===== config.mk =====
export PLATFORM = sky130hd
export DESIGN_NAME = ispm_way_cfg_seq
export DESIGN_NICKNAME = d
export VERILOG_FILES = /design/src/rtl/ispm_way_cfg_seq_pkg.sv /design/src/rtl/ispm_way_cfg_seq.sv
export SDC_FILE = /design/constraint.sdc
export NUM_CORES = 1
export LEC_CHECK = 0
export ABC_AREA = 1
export CAP_MARGIN = 25
export CORE_AREA = 2 2 408 410
export DETAILED_ROUTE_END_ITERATION = 8
export DIE_AREA = 0 0 410 412
export SKIP_CTS_REPAIR_TIMING = 1
export SLEW_MARGIN = 0
export SYNTH_ARGS = -nofsm -noshare
export SYNTH_HDL_FRONTEND = slang
export SYNTH_SLANG_ARGS = --single-unit

===== constraint.sdc =====
create_clock -name clk_i -period 3.7 [get_ports clk_i]
set_input_delay 0.74 -clock clk_i [delete_from_list [all_inputs] [get_ports clk_i]]
set_output_delay 0.74 -clock clk_i [all_outputs]
set_load 0.02 [all_outputs]

===== src/rtl/ispm_way_cfg_seq_pkg.sv =====
// Shared defaults and helpers for the ISPM way reconfiguration sequencer.
package ispm_way_cfg_seq_pkg;

  localparam int unsigned DefaultNrWays      = 4;
  localparam int unsigned DefaultNrLines     = 256;
  localparam int unsigned DefaultAddrWidth   = 64;
  localparam int unsigned DefaultMemoryWidth = 173;

  function automatic int unsigned be_width(input int unsigned mem_width);
    return (mem_width + 7) / 8;
  endfunction

endpackage


===== src/rtl/ispm_way_cfg_seq.sv =====
// Drains way-memory traffic, zero-sweeps every way whose cache/SPM mode changes,
// then commits the new SPM way mask.
module ispm_way_cfg_seq
  import ispm_way_cfg_seq_pkg::*;
#(
  parameter int unsigned NR_WAYS      = DefaultNrWays,
  parameter int unsigned NR_LINES     = DefaultNrLines,
  parameter int unsigned ADDR_WIDTH   = DefaultAddrWidth,
  parameter int unsigned MEMORY_WIDTH = DefaultMemoryWidth
) (
  input  logic                                     clk_i,
  input  logic                                     rst_i,
  input  logic                                     cfg_valid_i,
  input  logic [NR_WAYS-1:0]                       cfg_ways_i,
  output logic                                     cfg_ready_o,
  input  logic                                     idle_i,
  output logic                                     busy_o,
  output logic                                     done_o,
  output logic [NR_WAYS-1:0]                       active_ways_o,
  output logic [NR_WAYS-1:0]                       req_o,
  output logic [NR_WAYS*ADDR_WIDTH-1:0]            addr_o,
  output logic [NR_WAYS-1:0]                       we_o,
  output logic [NR_WAYS*MEMORY_WIDTH-1:0]          wdata_o,
  output logic [NR_WAYS*((MEMORY_WIDTH+7)/8)-1:0]  be_o
);

  localparam int unsigned LineWidth = $clog2(NR_LINES);
  localparam int unsigned BeWidth   = be_width(MEMORY_WIDTH);
  localparam logic [LineWidth-1:0] LastLine = LineWidth'(NR_LINES - 1);

  typedef enum logic [1:0] {
    StIdle,
    StDrain,
    StSweep,
    StCommit
  } state_e;

  state_e               state_q, state_d;
  logic [LineWidth-1:0] line_q, line_d;
  logic [NR_WAYS-1:0]   target_q, target_d;
  logic [NR_WAYS-1:0]   sweep_q, sweep_d;
  logic [NR_WAYS-1:0]   active_ways_q, active_ways_d;

  always_ff @(posedge clk_i) begin
    if (rst_i) begin
      state_q       <= StIdle;
      line_q        <= '0;
      target_q      <= '0;
      sweep_q       <= '0;
      active_ways_q <= '0;
    end else begin
      state_q       <= state_d;
      line_q        <= line_d;
      target_q      <= target_d;
      sweep_q       <= sweep_d;
      active_ways_q <= active_ways_d;
    end
  end

  // The mask only changes on the last sweep edge, so requesters see the old
  // mapping for the whole drain and sweep.
  always_comb begin
    state_d       = state_q;
    line_d        = line_q;
    target_d      = target_q;
    sweep_d       = sweep_q;
    active_ways_d = active_ways_q;
    unique case (state_q)
      StIdle: begin
        if (cfg_valid_i) begin
          target_d = cfg_ways_i;
          sweep_d  = cfg_ways_i ^ active_ways_q;
          state_d  = (sweep_d == '0) ? StCommit : StDrain;
        end
      end
      StDrain: begin
        if (idle_i) begin
          line_d  = '0;
          state_d = StSweep;
        end
      end
      StSweep: begin
        if (line_q == LastLine) begin
          active_ways_d = target_q;
          line_d        = '0;
          state_d       = StCommit;
        end else begin
          line_d = line_q + 1'b1;
        end
      end
      StCommit: begin
        state_d = StIdle;
      end
      default: begin
        state_d = StIdle;
      end
    endcase
  end

  always_comb begin
    cfg_ready_o = (state_q == StIdle);
    busy_o      = (state_q == StDrain) || (state_q == StSweep);
    done_o      = (state_q == StCommit);
    req_o       = '0;
    we_o        = '0;
    addr_o      = '0;
    wdata_o     = '0;
    be_o        = '0;
    if (state_q == StSweep) begin
      for (int w = 0; w < int'(NR_WAYS); w++) begin
        if (sweep_q[w]) begin
          req_o[w]                               = 1'b1;
          we_o[w]                                = 1'b1;
          addr_o[w*ADDR_WIDTH +: ADDR_WIDTH]     = ADDR_WIDTH'(line_q);
          be_o[w*BeWidth +: BeWidth]             = '1;
        end
      end
    end
  end

  assign active_ways_o = active_ways_q;

endmodule


# Word-level counts from Yosys, hierarchy flattened

Index checks and enable logic that the tools add are counted.

ROM bits: 0
Register bits after elaboration: 22
Bits in latches: 0
Logic and storage cells: 45
Memories kept: 0
RAM bits: 0

Div/mod/pow operators: 0
Shifts and indexed selects: 0
$mul: 0
Muxes and demuxes: 23
Reductions and logical operators: 8
Bitwise operators: 1
Equality and inequality tests: 7
$lt $le $gt $ge: 0
$add $sub $neg: 1

Operators by type and width:

| operator                                       | count |
|---|---|
| 2-to-1 mux 200 bit                             | 1 |
| 2-to-1 mux 22 bit                              | 4 |
| 2-to-1 mux 88 bit                              | 1 |
| 2-to-1 mux 8 bit                               | 6 |
| one-hot mux 8 bit (2 select lines)             | 1 |
| adder 8 x 1 -> 8 bit (second input constant)   | 1 |
| == test 8 bit (second input constant)          | 1 |
| 2-to-1 mux 2 bit                               | 4 |
| one-hot mux 2 bit (4 select lines)             | 1 |
| != test 2 bit (second input constant)          | 3 |
| AND reduction 2 bit                            | 3 |
| == test 2 bit (second input constant)          | 2 |
| logical NOT 4 bit                              | 1 |
| 2-to-1 mux 1 bit                               | 4 |
| 2-to-1 mux 4 bit                               | 1 |
| XOR 4 bit                                      | 1 |
| AND reduction 3 bit                            | 1 |
| == test 2 x 1 -> 1 bit (second input constant) | 1 |
| logical NOT 2 bit                              | 1 |
| nonzero test 2 bit                             | 1 |
| logical OR 1 bit                               | 1 |

# Logic depth before layout (Yosys ltp)

Depth after elaboration: 5
Mapped depth: 10
Mapped depth without buffers: 10

# Worst setup path after synthesis

No wires, ideal clock.

Kind: flip-flop to output port
Start: register state_q[0]
End: output be_o[10]
Stages on the path, launching flop included: 7
Required time: 2960 ps
Path slack: 1346 ps
Arrival: 1614 ps
Path through: dfxtp_1 -> inv_1 -> ha_1 -> buf_4 -> nand2_1 -> inv_1 -> buf_4

Cells in the longest elaborated chain, start to end: 2

Ends and longest elaborated chain:

| what                   | line                    | text |
|---|---|---|
| from (decl)            | ispm_way_cfg_seq.sv:38  | `state_e state_q, state_d;` |
| from (signal assigned) | ispm_way_cfg_seq.sv:46  | `state_q <= StIdle;` |
| from (signal assigned) | ispm_way_cfg_seq.sv:52  | `state_q <= state_d;` |
| == test 2 bit          | ispm_way_cfg_seq.sv:109 | `if (state_q == StSweep) begin` |
| 2-to-1 mux 88 bit      | ispm_way_cfg_seq.sv:109 |  |
| to (decl)              | ispm_way_cfg_seq.sv:24  | `output logic [NR_WAYS*((MEMORY_WIDTH+7)/8)-1:0] be_o` |

Every way passes these cells.

# Worst setup path after layout

Start: register state_q[0]
End: output be_o[79]

The elaborated chain is that of the path after synthesis.

==> results by group <==
Floorplanning
  – Top-level port count: between 1,000 and 1,500
  – Initial core utilization: 0.0538
  – Num rows: between 100 and 150
  – Die Wd: between 400 and 500 um
  – Die Y: between 400 and 500 um
  – Die area: between 150,000 and 200,000 um2
  – Core footprint: roughly 160,000 um2

Placement
  – Placed insts: 3,445
  – Count of input and output buffers: approximately 140
  – Place WS: about 480 ps
  – RD Place Congestion: roughly 0.64
  – DPL Wire Length: 15,600 um

Timing
  – Hold_ws: 490 ps
  – Final Max Slew Viols: 0
  – Fin crit share: 0.925
  – TNS Setup: 0 ps
  – Final Hold Fails: 0
  – Fmax achieved: around 0.29 GHz
  – Min cycle time layout: ~3400 ps
  – Worst slew margin: 0.444
  – Worst Clk Skew: around 2.9 ps
  – Worst-Margin Slew: 834 ps
  – RSZ-0062 raised after global routing: no
  – Final setup fails: 0
  – Final setup margin: 277 ps

Critical path
  – CP Cell Sequence: inv_1 -> ha_1 -> nand2_1 -> buf_4 -> inv_1 -> clkdlybuf4s50_1
  – Kind of end point of the critical path: output port
  – Crit path kind: reg2out
  – CP Data Required Time: about 3000 ps
  – Largest stage delay, worst path: roughly 730 ps
  – Critical path origin: state_q[0]
  – R2R setup slack: 2170 ps
  – Worst R2R Start: state_q[0]
  – Arr. time, crit path: about 2700 ps
  – Critical Path Source Type: register
  – Most frequent CP cell: inv_1
  – Crit path max fanout: 24
  – Crit-path slowest cell: clkdlybuf4s50_1
  – Reg2reg end: line_q[6]
  – R2R cell count: 9

Yosys
  – Post-Synthesis Cells: 1,202
  – Syn avg cell area: roughly 7.4 um2
  – Register area share after synthesis: 0.0498
  – Yosys Warn Count: 0
  – Library cells used by synthesis: 21
  – #FFs+latches synth: 22
  – Mapped cell area: around 8800 um2

GRT
  – Remaining Overflow, GRT: 0
  – Global-route wire length before repair: roughly 16,000 um
  – Largest net degree at the start of global routing: 25
  – Initial antenna violation count: 8
  – Total GRT Usage: 0.0138
  – Vias in the first global route: ~1,900

Final layout
  – Final core occ: 0.0552
  – Layout cells sized above 1: 0.0214
  – Synth-to-layout area growth: 2.52%
  – # fillers: 19,500
  – Final nets: between 1,000 and 1,500
  – Fin cells: approximately 3,500

Power and ir drop
  – Static Leak: 0.00412 uW
  – Worst vdd rail ir drop: 0.201 mV
  – PwrDens: 241 nW/um2

Flow run
  – Max-cap violation count: 0

Detailed routing
  – Vias: roughly 4,000
  – DRT Pass-1 Iters: 4
  – Vias/cell: 1.17
  – Wire length per cell: 4.85 um
  – Routed WL: ~17,000 um
  – Drc violations: 0
  – Initial drt markers: 74
  – Routed Antenna Nets: 0

Hold path
  – Hold depth: 2
  – Start point of the worst hold path: line_q[0]
  – Hold Path End: line_q[0]
  – Worst hold-check path type: reg2reg

Clock tree
  – CTS Buf Count: 3
  – Clk sinks: 22
  – Clock-pin slew on the worst setup and hold paths: 60 ps
  – CTS root buf: clkbuf_16
  – Clk_lat worst skew: 260 ps
  – Worst-case clock buffer depth: 2
  – H-tree levels: 1
  – CTS tree: built

Run status
  – Outcome: finished, final reports clean
[cell usage after synthesis (all sizes together)]
cell type | number | share of area
conb | 1 | 0.00042
nor2 | 61 | 0.028
xor2 | 1 | 0.00099
dfxtp | 22 | 0.050
inv | 27 | 0.011
nand4 | 4 | 0.0028
ha | 6 | 0.0085
a21oi | 8 | 0.0045
buf | 1011 | 0.86
xnor2 | 4 | 0.0040
nand3 | 5 | 0.0028
nand2 | 34 | 0.018
nor3 | 1 | 0.0011
o21ai | 17 | 0.0096
[through the flow]
step                      power [uW]  instance area, um2
after floorplan                 2380               12300
after global placement          1880                8950
after detailed placement        1880                8950
after CTS                       2190                9060
after global routing            2330                9060
final                           2180                9060
[cells in the final DEF (no fill, tap or decap), types with 4 or more instances in the layout]
cell and count:
nor2_1 58, xnor2_1 4, ha_1 6, nand3_1 5
nand4_1 4, dfxtp_1 22, clkdlybuf4s50_1 140, buf_4 6
o21ai_0 15, buf_12 4, conb_1 916, a21oi_1 8
inv_1 24, nand2_1 28
[how the worst max path moves through the flow]
stage	to	slack, ps	cells past startpoint
global placement	be_o[79]	500	6
CTS	be_o[79]	200	6
global route	be_o[75]	3	6
finish	be_o[79]	280	6
detailed placement	be_o[79]	480	6
floorplan	be_o[10]	1350	6
[logic make-up (layout without fill, tap and decap cells)]
group	after synthesis	count (layout)	synth area share
XOR/XNOR	5	5	0.00495
flip-flops	22	22	0.0498
AND/OR/NAND/NOR	105	105	0.0525
adder cells (fa/ha/maj)	6	6	0.00849
other	1	917	0.000424
buffers and inverters	1038	181	0.870
AO/OA/AOI/OAI	25	25	0.0142
[layout make-up]
class                   count  area, um2  share of cell area
diodes                      1       2.50            0.000276
clock buffers               3       75.1             0.00829
clock inverters             1       30.0             0.00331
inverters                  27        101              0.0112
multi-input cells        1057       4150               0.458
flip-flops and latches     22        440              0.0486
well taps                2189       2740               0.302
repair buffers            150       1530               0.168
[registers in the layout (all words and copies together), names as in the netlist]
register,count
sweep_q,4
target_q,4
line_q,8
state_q,2
active_ways_o,4
[power breakdown]
group	switching (uW)	internal, uW	leakage [uW]
clock	89.0	215	0.0000511
combinational	1280	304	0.00389
sequential	24.4	273	0.000180
total	1390	792	0.00412
[layer usage]
metal / global-route usage / up-vias / wire length, um
li1: - / 1813 / -
met1: 0.0213 / 1779 / 6690
met2: 0.0205 / 430 / 8150
met3: 0.00202 / 3 / 1760
met4: 0.00165 / 0 / 138
met5: 0 / - / 0
[worst max-delay path, delay by kind of cell, from the launching register on]
kind	cells	cell delay (ps)
buffers and inverters	4	1570
AND/OR/NAND/NOR	1	90
flip-flops	1	340
adder cells (fa/ha/maj)	1	390
(Power assumes the default switching activity.)
==> RTL change, RTL diff (same settings) <==
Reset style: asynchronous (`rst_i`), changed in one clocked block.
--- a/src/rtl/ispm_way_cfg_seq.sv
+++ b/src/rtl/ispm_way_cfg_seq.sv
@@ -41,7 +41,7 @@
   logic [NR_WAYS-1:0]   sweep_q, sweep_d;
   logic [NR_WAYS-1:0]   active_ways_q, active_ways_d;
 
-  always_ff @(posedge clk_i) begin
+  always_ff @(posedge clk_i or posedge rst_i) begin
     if (rst_i) begin
       state_q       <= StIdle;
       line_q        <= '0;
Function: differs if rst_i is asserted again (counterexample within 4 cycles, from zero or initial values and one cycle with rst_i high); with rst_i held inactive, the same outputs for 10 cycles.
==> RTL change against the unedited design <==
Clock skew hardly changed; critical path type unchanged; sequential cell count unchanged; cell area is 0.64% higher; highest routed layer is now met5; synthesized area up 0.75%; largest cell class unchanged; via count is essentially flat; wire length is 12% higher; non-clock buffer count rose by 1; worst setup slack better by 35 ps; total power rose by 41%; fmax rose by 1.0%.
==> RTL change: results (changes against the unedited design) <==
Status
  • Run status: finished, final reports clean

Detailed routing
  • Met1 wire length: 6.59 mm (-1.5%)
  • DR WL met3: 3.83 mm (+120%)
  • Routed WL: 18.8 mm (+12%)
  • Avg Vias per Cell: 1.16 (-0.23%)
  • WL met2: 8.30 mm (+1.9%)
  • Vias: 4024 (-0.025%)
  • Initial DRC count: 87 (+18%)
  • Max layer used: met5

Yosys
  • Largest cells by area after synthesis: buf_4, dfrtp_1, nand2_1, nor2_1, inv_1
  • Async SR Flop Fraction: 100% (+100 points)
  • Synth Area in Adders: 0.843% (-0.0063 points)
  • Compound-Gate Fraction of Synth Area: 1.41% (-0.011 points)
  • Synth top cells by count: buf_4, nand2_1, nor2_1, inv_1, dfrtp_1
  • XOR/XNOR share of the synthesized area: 0.0984% (-0.40 points)
  • Post-Syn Area per Cell: 7.40 um2 (+0.58%)
  • Ys flop type: dfrtp_1
  • Sequential-to-total area share from yosys stat: 6.18% (+1.2 points)

Worst setup path
  • Reg-to-reg endpoint: line_q[6]
  • Delay of the slowest cell on the worst path: 680 ps (-50 ps)
  • FF-to-FF Start: state_q[0]
  • Crit path launch: state_q[0]
  • Arr. time, crit path: 2650 ps (-30 ps)
  • Worst setup endpoint: be_o[49]
  • FF-to-FF path depth: 8 (-1)

Pwr
  • Logic pwr share: 79.9% (+7.5 points)
  • LEAKAGE: 0.00423 uW (+2.8%)
  • Sw Pwr: 1960 uW (+41%)
  • Worst VDD drop: 0.183 mV (-8.7%)
  • Clk pwr: 269 uW (-12%)
  • Switching power share of the total: 63.7% (about the same)

Place
  • RePlAce Congestion: 0.642 (+0.96%)
  • DP HPWL: 17.6 mm (+13%)
  • Area of placed instances: 0.00899 mm2 (+0.46%)
  • Placed cell count: 3449 (+0.12%)
  • Place WS: 531 ps (+53.7 ps)

Global routing
  • GR Util met1: 2.15% (+0.029 points)
  • Global Route Usage Sum: 1.72% (+0.33 points)
  • Met2 Track Usage GR: 2.17% (+0.12 points)
  • Met3 track demand over resource: 1.63% (+1.4 points)

Timing
  • Actual slew at the worst max-slew pin: 760 ps (-74.2 ps)
  • Hold WS: 492 ps (+1.76 ps)
  • Skew final: 3.21 ps (+0.282 ps)
  • Fmax: 295 MHz (+1.0%)

Hold path
  • Hold Path Origin: target_q[1]
  • Worst hold endpoint: target_q[1]

Layout
  • Share of layout cells above drive strength 1: 1.90% (-0.25 points)
  • Nets: 1280 (+0.39%)
  • Fillers: 19475 (+0.010%)
[RTL change: changes by cell type after synthesis, sizes merged]
cell / before / now
dfrtp: 0 / 22
dfxtp: 22 / 0
nand2: 34 / 50
nor2: 61 / 49
inv: 27 / 34
a21oi: 8 / 4
xnor2: 4 / 0
a31oi: 0 / 3
nand4: 4 / 1
buf: 1011 / 1009
o21ai: 17 / 15
clkinv: 0 / 1
nor3: 1 / 2
nor3b: 0 / 1
[RTL change: area by class of cell]
type                    count  area [um2]  area share [%]
clock buffers               4        88.8           0.974
inverters                  35         131            1.44
diodes                      3        7.51          0.0823
well taps                2189        2740            30.0
flip-flops and latches     22         551            6.04
repair buffers            151        1520            16.7
multi-input cells        1053        4080            44.8
[RTL change: worst reg2reg max path, cell delays in order (launching register included)]
cell	delay [ps]
dfrtp_1	400
inv_1	140
ha_1	470
o21ai_0	290
nor2_2	230
nand2_1	100
nand2_1	60
nand2_1	50
nor2_1	70
